--- src/rtl/mem_access_unit.sv ---
`default_nettype none
// +--------------------------------------------------------------------------+
// | mem_access_unit: load/store initiator for the 32-bit datamem port;       |
// | 64-bit accesses go out as two word beats. Option macro: MISALIGN_TRAP_EN |
// | Rev 1.0                                                                  |
// +--------------------------------------------------------------------------+
module mem_access_unit #(
  parameter int MEM_WORDS = 65536,
  parameter int RD_LAT    = 1
) (
  input  logic        clk,
  input  logic        rst,
  input  logic        req_valid_i,
  output logic        req_ready_o,
  input  logic        req_write_i,
  input  logic        req_double_i,
  input  logic [63:0] req_addr_i,
  input  logic [63:0] req_wdata_i,
  output logic        resp_valid_o,
  input  logic        resp_ready_i,
  output logic [63:0] resp_rdata_o,
  output logic        resp_err_o,
  output logic [63:0] mem_addr_o,
  output logic [63:0] mem_wdata_o,
  output logic        mem_enable_o,
  output logic        mem_readwrite_o,
  input  logic [31:0] mem_rdata_i
);

  typedef enum logic [1:0] {
    S_IDLE  = 2'd0,
    S_ISSUE = 2'd1,
    S_WAIT  = 2'd2,
    S_RESP  = 2'd3
  } state_t;

  localparam logic [62:0] C_WORDS    = 63'(MEM_WORDS);
  localparam logic [1:0]  C_LAT_LAST = 2'(RD_LAT - 1);

  state_t      state_q;
  logic        req_ready_q, resp_valid_q, resp_err_q;
  logic        mem_enable_q, mem_rw_q;
  logic [63:0] resp_rdata_q, mem_addr_q, mem_wdata_q, wdata_q;
  logic        write_q, double_q, beat_q;
  logic [61:0] idx_q;
  logic [31:0] lo_q;
  logic [1:0]  cnt_q;

  logic [61:0] idx_d;
  logic        oob_d, mis_d, err_d, last_beat_d;
  logic [63:0] b1_addr_d;

  assign idx_d = req_addr_i[63:2];
  // Widened by one bit so W+1 cannot wrap below the limit.
  assign oob_d = ({1'b0, idx_d} >= C_WORDS) ||
                 (req_double_i && (({1'b0, idx_d} + 63'd1) >= C_WORDS));
`ifdef MISALIGN_TRAP_EN
  assign mis_d = req_double_i ? (req_addr_i[2:0] != 3'd0) : (req_addr_i[1:0] != 2'd0);
`else
  logic unused_addr_lsb;
  assign unused_addr_lsb = ^req_addr_i[1:0];
  assign mis_d = 1'b0;
`endif
  assign err_d       = oob_d | mis_d;
  assign last_beat_d = !double_q || beat_q;
  assign b1_addr_d   = {2'b00, idx_q + 62'd1};

  always_ff @(posedge clk) begin
    if (rst) begin
      state_q      <= S_IDLE;
      req_ready_q  <= 1'b1;
      resp_valid_q <= 1'b0;
      resp_err_q   <= 1'b0;
      resp_rdata_q <= 64'd0;
      mem_enable_q <= 1'b0;
      mem_rw_q     <= 1'b0;
      mem_addr_q   <= 64'd0;
      mem_wdata_q  <= 64'd0;
      write_q      <= 1'b0;
      double_q     <= 1'b0;
      beat_q       <= 1'b0;
      idx_q        <= 62'd0;
      wdata_q      <= 64'd0;
      lo_q         <= 32'd0;
      cnt_q        <= 2'd0;
    end else begin
      case (state_q)
        S_IDLE: begin
          if (req_valid_i && req_ready_q) begin
            req_ready_q <= 1'b0;
            write_q     <= req_write_i;
            double_q    <= req_double_i;
            idx_q       <= idx_d;
            wdata_q     <= req_wdata_i;
            beat_q      <= 1'b0;
            lo_q        <= 32'd0;
            cnt_q       <= 2'd0;
            if (err_d) begin
              state_q      <= S_RESP;
              resp_valid_q <= 1'b1;
              resp_err_q   <= 1'b1;
              resp_rdata_q <= 64'd0;
            end else begin
              state_q      <= S_ISSUE;
              mem_enable_q <= 1'b1;
              mem_rw_q     <= req_write_i;
              mem_addr_q   <= {2'b00, idx_d};
              mem_wdata_q  <= req_write_i ? {32'd0, req_wdata_i[31:0]} : 64'd0;
            end
          end
        end
        S_ISSUE: begin
          mem_enable_q <= 1'b0;
          mem_rw_q     <= 1'b0;
          mem_addr_q   <= 64'd0;
          mem_wdata_q  <= 64'd0;
          if (!write_q) begin
            state_q <= S_WAIT;
            cnt_q   <= 2'd0;
          end else if (!last_beat_d) begin
            beat_q       <= 1'b1;
            mem_enable_q <= 1'b1;
            mem_rw_q     <= 1'b1;
            mem_addr_q   <= b1_addr_d;
            mem_wdata_q  <= {32'd0, wdata_q[63:32]};
          end else begin
            state_q      <= S_RESP;
            resp_valid_q <= 1'b1;
            resp_rdata_q <= 64'd0;
          end
        end
        S_WAIT: begin
          if (cnt_q == C_LAT_LAST) begin
            if (!last_beat_d) begin
              lo_q         <= mem_rdata_i;
              beat_q       <= 1'b1;
              state_q      <= S_ISSUE;
              mem_enable_q <= 1'b1;
              mem_rw_q     <= 1'b0;
              mem_addr_q   <= b1_addr_d;
              mem_wdata_q  <= 64'd0;
            end else begin
              state_q      <= S_RESP;
              resp_valid_q <= 1'b1;
              resp_rdata_q <= beat_q ? {mem_rdata_i, lo_q} : {32'd0, mem_rdata_i};
            end
          end else begin
            cnt_q <= cnt_q + 2'd1;
          end
        end
        S_RESP: begin
          if (resp_ready_i) begin
            state_q      <= S_IDLE;
            resp_valid_q <= 1'b0;
            resp_err_q   <= 1'b0;
            resp_rdata_q <= 64'd0;
            req_ready_q  <= 1'b1;
          end
        end
        default: state_q <= S_IDLE;
      endcase
    end
  end

  assign req_ready_o     = req_ready_q;
  assign resp_valid_o    = resp_valid_q;
  assign resp_err_o      = resp_err_q;
  assign resp_rdata_o    = resp_rdata_q;
  assign mem_enable_o    = mem_enable_q;
  assign mem_readwrite_o = mem_rw_q;
  assign mem_addr_o      = mem_addr_q;
  assign mem_wdata_o     = mem_wdata_q;

endmodule
`default_nettype wire

--- config.mk ---
export PLATFORM = sky130hd
export DESIGN_NAME = mem_access_unit
export DESIGN_NICKNAME = d
export VERILOG_FILES = /design/src/rtl/mem_access_unit.sv
export SDC_FILE = /design/constraint.sdc
export NUM_CORES = 1
export LEC_CHECK = 0
export CAP_MARGIN = 25
export CORE_MARGIN = 5
export CORE_UTILIZATION = 54
export DETAILED_ROUTE_END_ITERATION = 6
export MAX_ROUTING_LAYER = met4
export PLACE_DENSITY = 0.94
export SLEW_MARGIN = 5
export SYNTH_ARGS = -nofsm -noshare
export SYNTH_HDL_FRONTEND = slang
export SYNTH_SLANG_ARGS = --single-unit
--- constraint.sdc ---
create_clock -name clk -period 10.9 [get_ports clk]
set_input_delay 2.18 -clock clk [delete_from_list [all_inputs] [get_ports clk]]
set_output_delay 2.18 -clock clk [all_outputs]
set_load 0.1 [all_outputs]
Word-level counts from Yosys, hierarchy flattened
Index checks and enable logic that the tools add are counted.
{ "word_totals": {"ff_bits": 362} }
{ "op_classes": {"mux": 67, "n_lt_le_gt_ge": 2, "reduce_logical": 20, "eq_ne": 15, "n_addsub": 3} }
{ "ops": {"columns": ["cell", "count"], "rows": [
  ["64-bit two-way mux", 16],
  ["64-bit one-hot mux with 3 select lines", 2],
  ["64-bit one-hot mux with 4 select lines", 1],
  ["32-bit two-way mux", 6],
  ["62-bit two-way mux", 2],
  ["32-bit one-hot mux with 2 select lines", 1],
  ["62-bit by 1-bit adder with 63-bit output, second input constant", 1],
  ["63-bit by 17-bit greater-or-equal comparator with 1-bit output, second input constant", 1],
  ["62-bit by 1-bit adder with 62-bit output, second input constant", 1],
  ["62-bit by 17-bit greater-or-equal comparator with 1-bit output, second input constant", 1],
  ["2-bit inequality test, second input constant", 11],
  ["1-bit two-way mux", 21],
  ["2-bit two-way mux", 10],
  ["4-bit AND reduction", 5],
  ["5-bit AND reduction", 2],
  ["1-bit one-hot mux with 3 select lines", 3],
  ["2-bit one-hot mux with 4 select lines", 1],
  ["7-bit AND reduction", 1],
  ["2-bit one-hot mux with 3 select lines", 1],
  ["2-bit equality test, second input constant", 2],
  ["2-bit logical NOT", 2],
  ["1-bit one-hot mux with 2 select lines", 2],
  ["1-bit one-hot mux with 4 select lines", 1],
  ["2-bit nonzero test", 2],
  ["other kinds (9)", 11]
]} }

Logic depth before layout (Yosys ltp)
{ "depth": {"word_depth": 7, "ltp_mapped": 15} }

Worst setup path before layout
OpenSTA, ideal clock, no wires.
{ "synth_timing": {"kind": "input to register", "start": "input port req_addr_i[32]", "end": "register mem_addr_q[22] (netlist: mem_addr_o[22])", "path_slack_ns": 5.475, "setup_time_ns": 0.134, "cell_stages": 13, "arrival_time_ns": 5.291, "cell_sequence": "buf_2 nand4_2 or4_1 or4_1 mux2i_1 o211ai_1 or4_1 nor4_4 or2_1 buf_2 buf_4 buf_4 a211oi_1"} }
{ "synth_via": {"elab_chain_len": 6, "elab_cells_between_ends": 7, "classes_between": "1 x add/sub; 2 x order compare; 1 x eq/ne; 3 x reduce/logical"} }
{ "synth_lines": {"columns": ["element", "line_no", "text"], "rows": [
  ["from (decl)", "17", "input logic [63:0] req_addr_i,"],
  ["62-bit by 1-bit adder with 63-bit output", "56", "(req_double_i && (({1'b0, idx_d} + 63'd1) >= C_WORDS));"],
  ["63-bit by 17-bit greater-or-equal comparator with 1-bit output", "56", null],
  ["1-bit logical AND", "56", null],
  ["1-bit logical OR *", "55", "assign oob_d = ({1'b0, idx_d} >= C_WORDS) ||"],
  ["2-bit inequality test (no source line) *", null, null],
  ["5-bit AND reduction (no source line) *", null, null],
  ["to (signal assigned)", "107", "mem_addr_q <= {2'b00, idx_d};"],
  ["to (signal assigned)", "124", "mem_addr_q <= b1_addr_d;"],
  ["to (signal assigned)", "140", "mem_addr_q <= b1_addr_d;"],
  ["to (decl)", "43", "logic [63:0] resp_rdata_q, mem_addr_q, mem_wdata_q, wdata_q;"]
]} }
Every way passes the cells marked *; elsewhere a longest branch is shown, timed or not.
A chain may end at the register's enable or synchronous reset.

Worst setup path after layout
{ "layout_timing": {"start": "input port req_addr_i[33]", "end": "register resp_rdata_q[55] (netlist: resp_rdata_o[55])"} }
{ "layout_via": {"elab_chain_len": 6, "elab_cells_between_ends": 7, "classes_between": "1 x add/sub; 2 x order compare; 1 x eq/ne; 3 x reduce/logical"} }
{ "layout_lines": {"columns": ["element", "line_no", "text"], "rows": [
  ["62-bit by 1-bit adder with 63-bit output", "56", null],
  ["63-bit by 17-bit greater-or-equal comparator with 1-bit output", "56", null],
  ["1-bit logical AND", "56", null],
  ["1-bit logical OR *", "55", null],
  ["2-bit inequality test (no source line) *", null, null],
  ["7-bit AND reduction (no source line) *", null, null],
  ["to (signal assigned)", "145", "resp_rdata_q <= beat_q ? {mem_rdata_i, lo_q} : {32'd0, mem_rdata_i};"],
  ["to (decl)", "43", null]
]} }
Marked as above.

==> qor.yml <==
floorplanning:
  dieArea_um2: 31200
  fp.dieH_um: 177
  io_pins: 363
  core-area_um2: 27600
  die_w_um: 177
  num_rows: 61
  start_util: 0.543
timing:
  tightest_slew_ns: 1.11
  fin_ws_ns: 3.96
  grt_setup_unrepaired: "no"
  period_minus_slack_ns: 6.94
  skew_ns: 0.0364
  setup_violations: 0
  fin_crit_sh: 0.637
  finalHoldViolCount: 0
  fmax_mhz: 144
  fin_tns_setup_ns: 0
  slew-limit-headroom: 0.257
  slew_violations: 0
cells_and_area:
  stdcell_count: 2487
  syn_to_final_growth_pct: 29.0
  fillCellCount: 1978
  nNetsFinal: 2257
  drive_gt1_frac: 0.0602
  utilization: 0.701
grt:
  gr-total-overflow: 0
  grt_pass1_wl_mm: 79.6
  antenna_found_initial: 0
  grt_pass1_vias: 14800
  track_usage: 0.317
  grt_max_degree: 127
logic_synthesis:
  synth_most_common_cell: "nand2_1"
  synth_seq_cells: 296
  ys_types: 64
  yosysWarnings: 0
  synth_top_cells_by_count: "nand2_1 (379), dfxtp_1 (296), a21oi_1 (137)"
  synth_edf_count: 0
  avgSynthCellArea_um2: 8.02
  synthCells: 1867
  ys_seq_area_frac: 0.396
  synth_top_area_frac: 0.396
  synth_area_um2: 15000
  synth_ff_type: "dfxtp_1"
  async_reset_ff_frac: 0
  yosys-top-cells-area: "dfxtp_1 (40%), nand2_1 (9.5%), a22oi_1 (5.9%), mux2i_1 (4.7%), a21oi_1 (4.6%)"
  yosys.area.top_type: "dfxtp_1"
min_path:
  min_to: "wdata_q[38]"
  hold_start: "wdata_q[38]"
  hp-class: "flop to flop"
  holdPathStages: 2
run_status:
  outcome: "completed"
cts:
  postCtsSetupBuffers: 0
  clock-sinks: 296
  cts-resized-gates: 0
  hold_buffers: 0
  root_buffer: "clkbuf_16"
  clkTransAtPathRegs_ns: 0.06
  htree_levels: 1
  cts_tree: "done"
  clk_latency_ns: 0.58
  cts_buffer_depth: 3
  cts_buffers: 30
detailed_routing:
  first_pass_iters: 6
  ant_nets: 0
  drtIter0Drc: 1965
  routed_wl_mm: 50.9
  via_per_inst: 6.23
  drc: 0
  wl_per_cell_um: 20.5
  route.vias.total: 15500
place:
  dp.cells: 2428
  place_ws_ns: 3.62
  port_buffers: 326
  routabilityCongestion: 0.956
  dp_hpwl_mm: 34.2
critical_path:
  timing.rr.end: "mem_addr_o[58]"
  startpoint: "req_addr_i[33]"
  endpoint_kind: "flop"
  crit_type: "input port to flop"
  worstPathArrival_ns: 7.41
  r2r_setup_slack_ns: 7.73
  r2r-start: "idx_q[5]"
  required_ns: 11.36
  crit_fanout: 64
  r2r_cells: 10
  crit_path_start_kind: "input port"
power_and_ir_drop:
  p_leak_nw: 6.81
  powerDensity_nw_per_um2: 325
  ir_drop_v: 0.000329
flow_run:
  cap_viol_max_count: 0
where the power goes:
part           internal (mW)  switching [mW]  leakage [nW]
Clock                  0.670           0.450         0.515
Sequential              1.36           0.185          2.42
Combinational          0.956            2.65          3.87
metal layers:
| layer | global-route usage | up-vias | share of wire | wire (um) |
|---|---|---|---|---|
| met2 | 0.525 | 954 | 0.48 | 24500 |
| met4 | 0.112 | 0 | 0.042 | 2120 |
| met5 | - | - | 0 | 0 |
| met1 | 0.397 | 7350 | 0.38 | 19500 |
| met3 | 0.0458 | 161 | 0.094 | 4770 |
| li1 | - | 7036 | - | - |
critical path, cell delays in order:
cell	delay, ns
clkdlybuf4s50_1	0.89
nand4_1	0.53
nor4_1	0.74
xor2_1	0.14
o22ai_1	0.22
or3b_2	0.48
nor3_1	0.26
a41oi_1	0.34
o211ai_1	0.37
buf_4	0.87
mux2i_1	0.29
metrics by stage:
stage | area (um2) | hold WS, ns | power [mW]
4_1_cts | 19300 | 0.455 | 6.25
5_1_grt | 19300 | 0.470 | 6.51
2_1_floorplan | 15100 | 0.436 | 4.25
3_5_place_dp | 18200 | 0.446 | 5.12
6_report | 19300 | 0.453 | 6.27
3_3_place_gp | 18000 | 0.441 | 4.99
registers in the layout, summed over array words and instances, names as in the netlist, 2 cells and up:
name	flops
cnt_q	2
state_q	2
idx_q	62
wdata_q	32
lo_q	32
mem_addr_o	62
mem_wdata_o	32
resp_rdata_o	64
layout make-up:
type,instances,area [um2],share of cell area
multi-input cells,1386,8200,0.425
flip-flops and latches,296,5930,0.307
repair buffers,348,3550,0.184
clock buffers,40,818,0.0424
well taps,378,473,0.0245
clock inverters,16,249,0.0129
inverters,22,82.6,0.00428
diodes,1,2.50,0.000130
cell usage in the layout (no fill, tap or decap), types with 23 or more instances in the layout:
cell	Yosys	routed
a211oi_1	82	82
a21oi_1	137	137
a22oi_1	118	118
clkbuf_16	0	30
clkdlybuf4s50_1	0	324
conb_1	1	34
dfxtp_1	296	296
mux2_2	32	32
mux2i_1	71	71
nand2_1	379	379
nand3_1	38	37
nand4_1	43	43
nor2_1	98	95
nor3_1	100	99
nor4_1	23	23
o31ai_1	27	27
xnor2_1	37	37
xor2_1	42	42
kinds of logic (layout without fill, tap and decap cells):
| family | Yosys count | after routing | synth area share |
|---|---|---|---|
| flip-flops | 296 | 296 | 0.396 |
| buffers and inverters | 218 | 426 | 0.0676 |
| adder cells (fa/ha/maj) | 7 | 7 | 0.00585 |
| AND/OR/NAND/NOR | 757 | 757 | 0.233 |
| other | 1 | 35 | 0.000250 |
| AO/OA/AOI/OAI | 406 | 406 | 0.180 |
| XOR/XNOR | 79 | 79 | 0.0462 |
| multiplexers | 103 | 103 | 0.0715 |
worst max path at each step:
stage / cells past startpoint / to
floorplan: 13 / mem_addr_o[22]
global placement: 11 / resp_rdata_o[56]
detailed placement: 11 / resp_rdata_o[58]
CTS: 11 / resp_rdata_o[55]
global route: 11 / resp_rdata_o[55]
finish: 11 / resp_rdata_o[55]
Power figures use the tool's default switching activity.
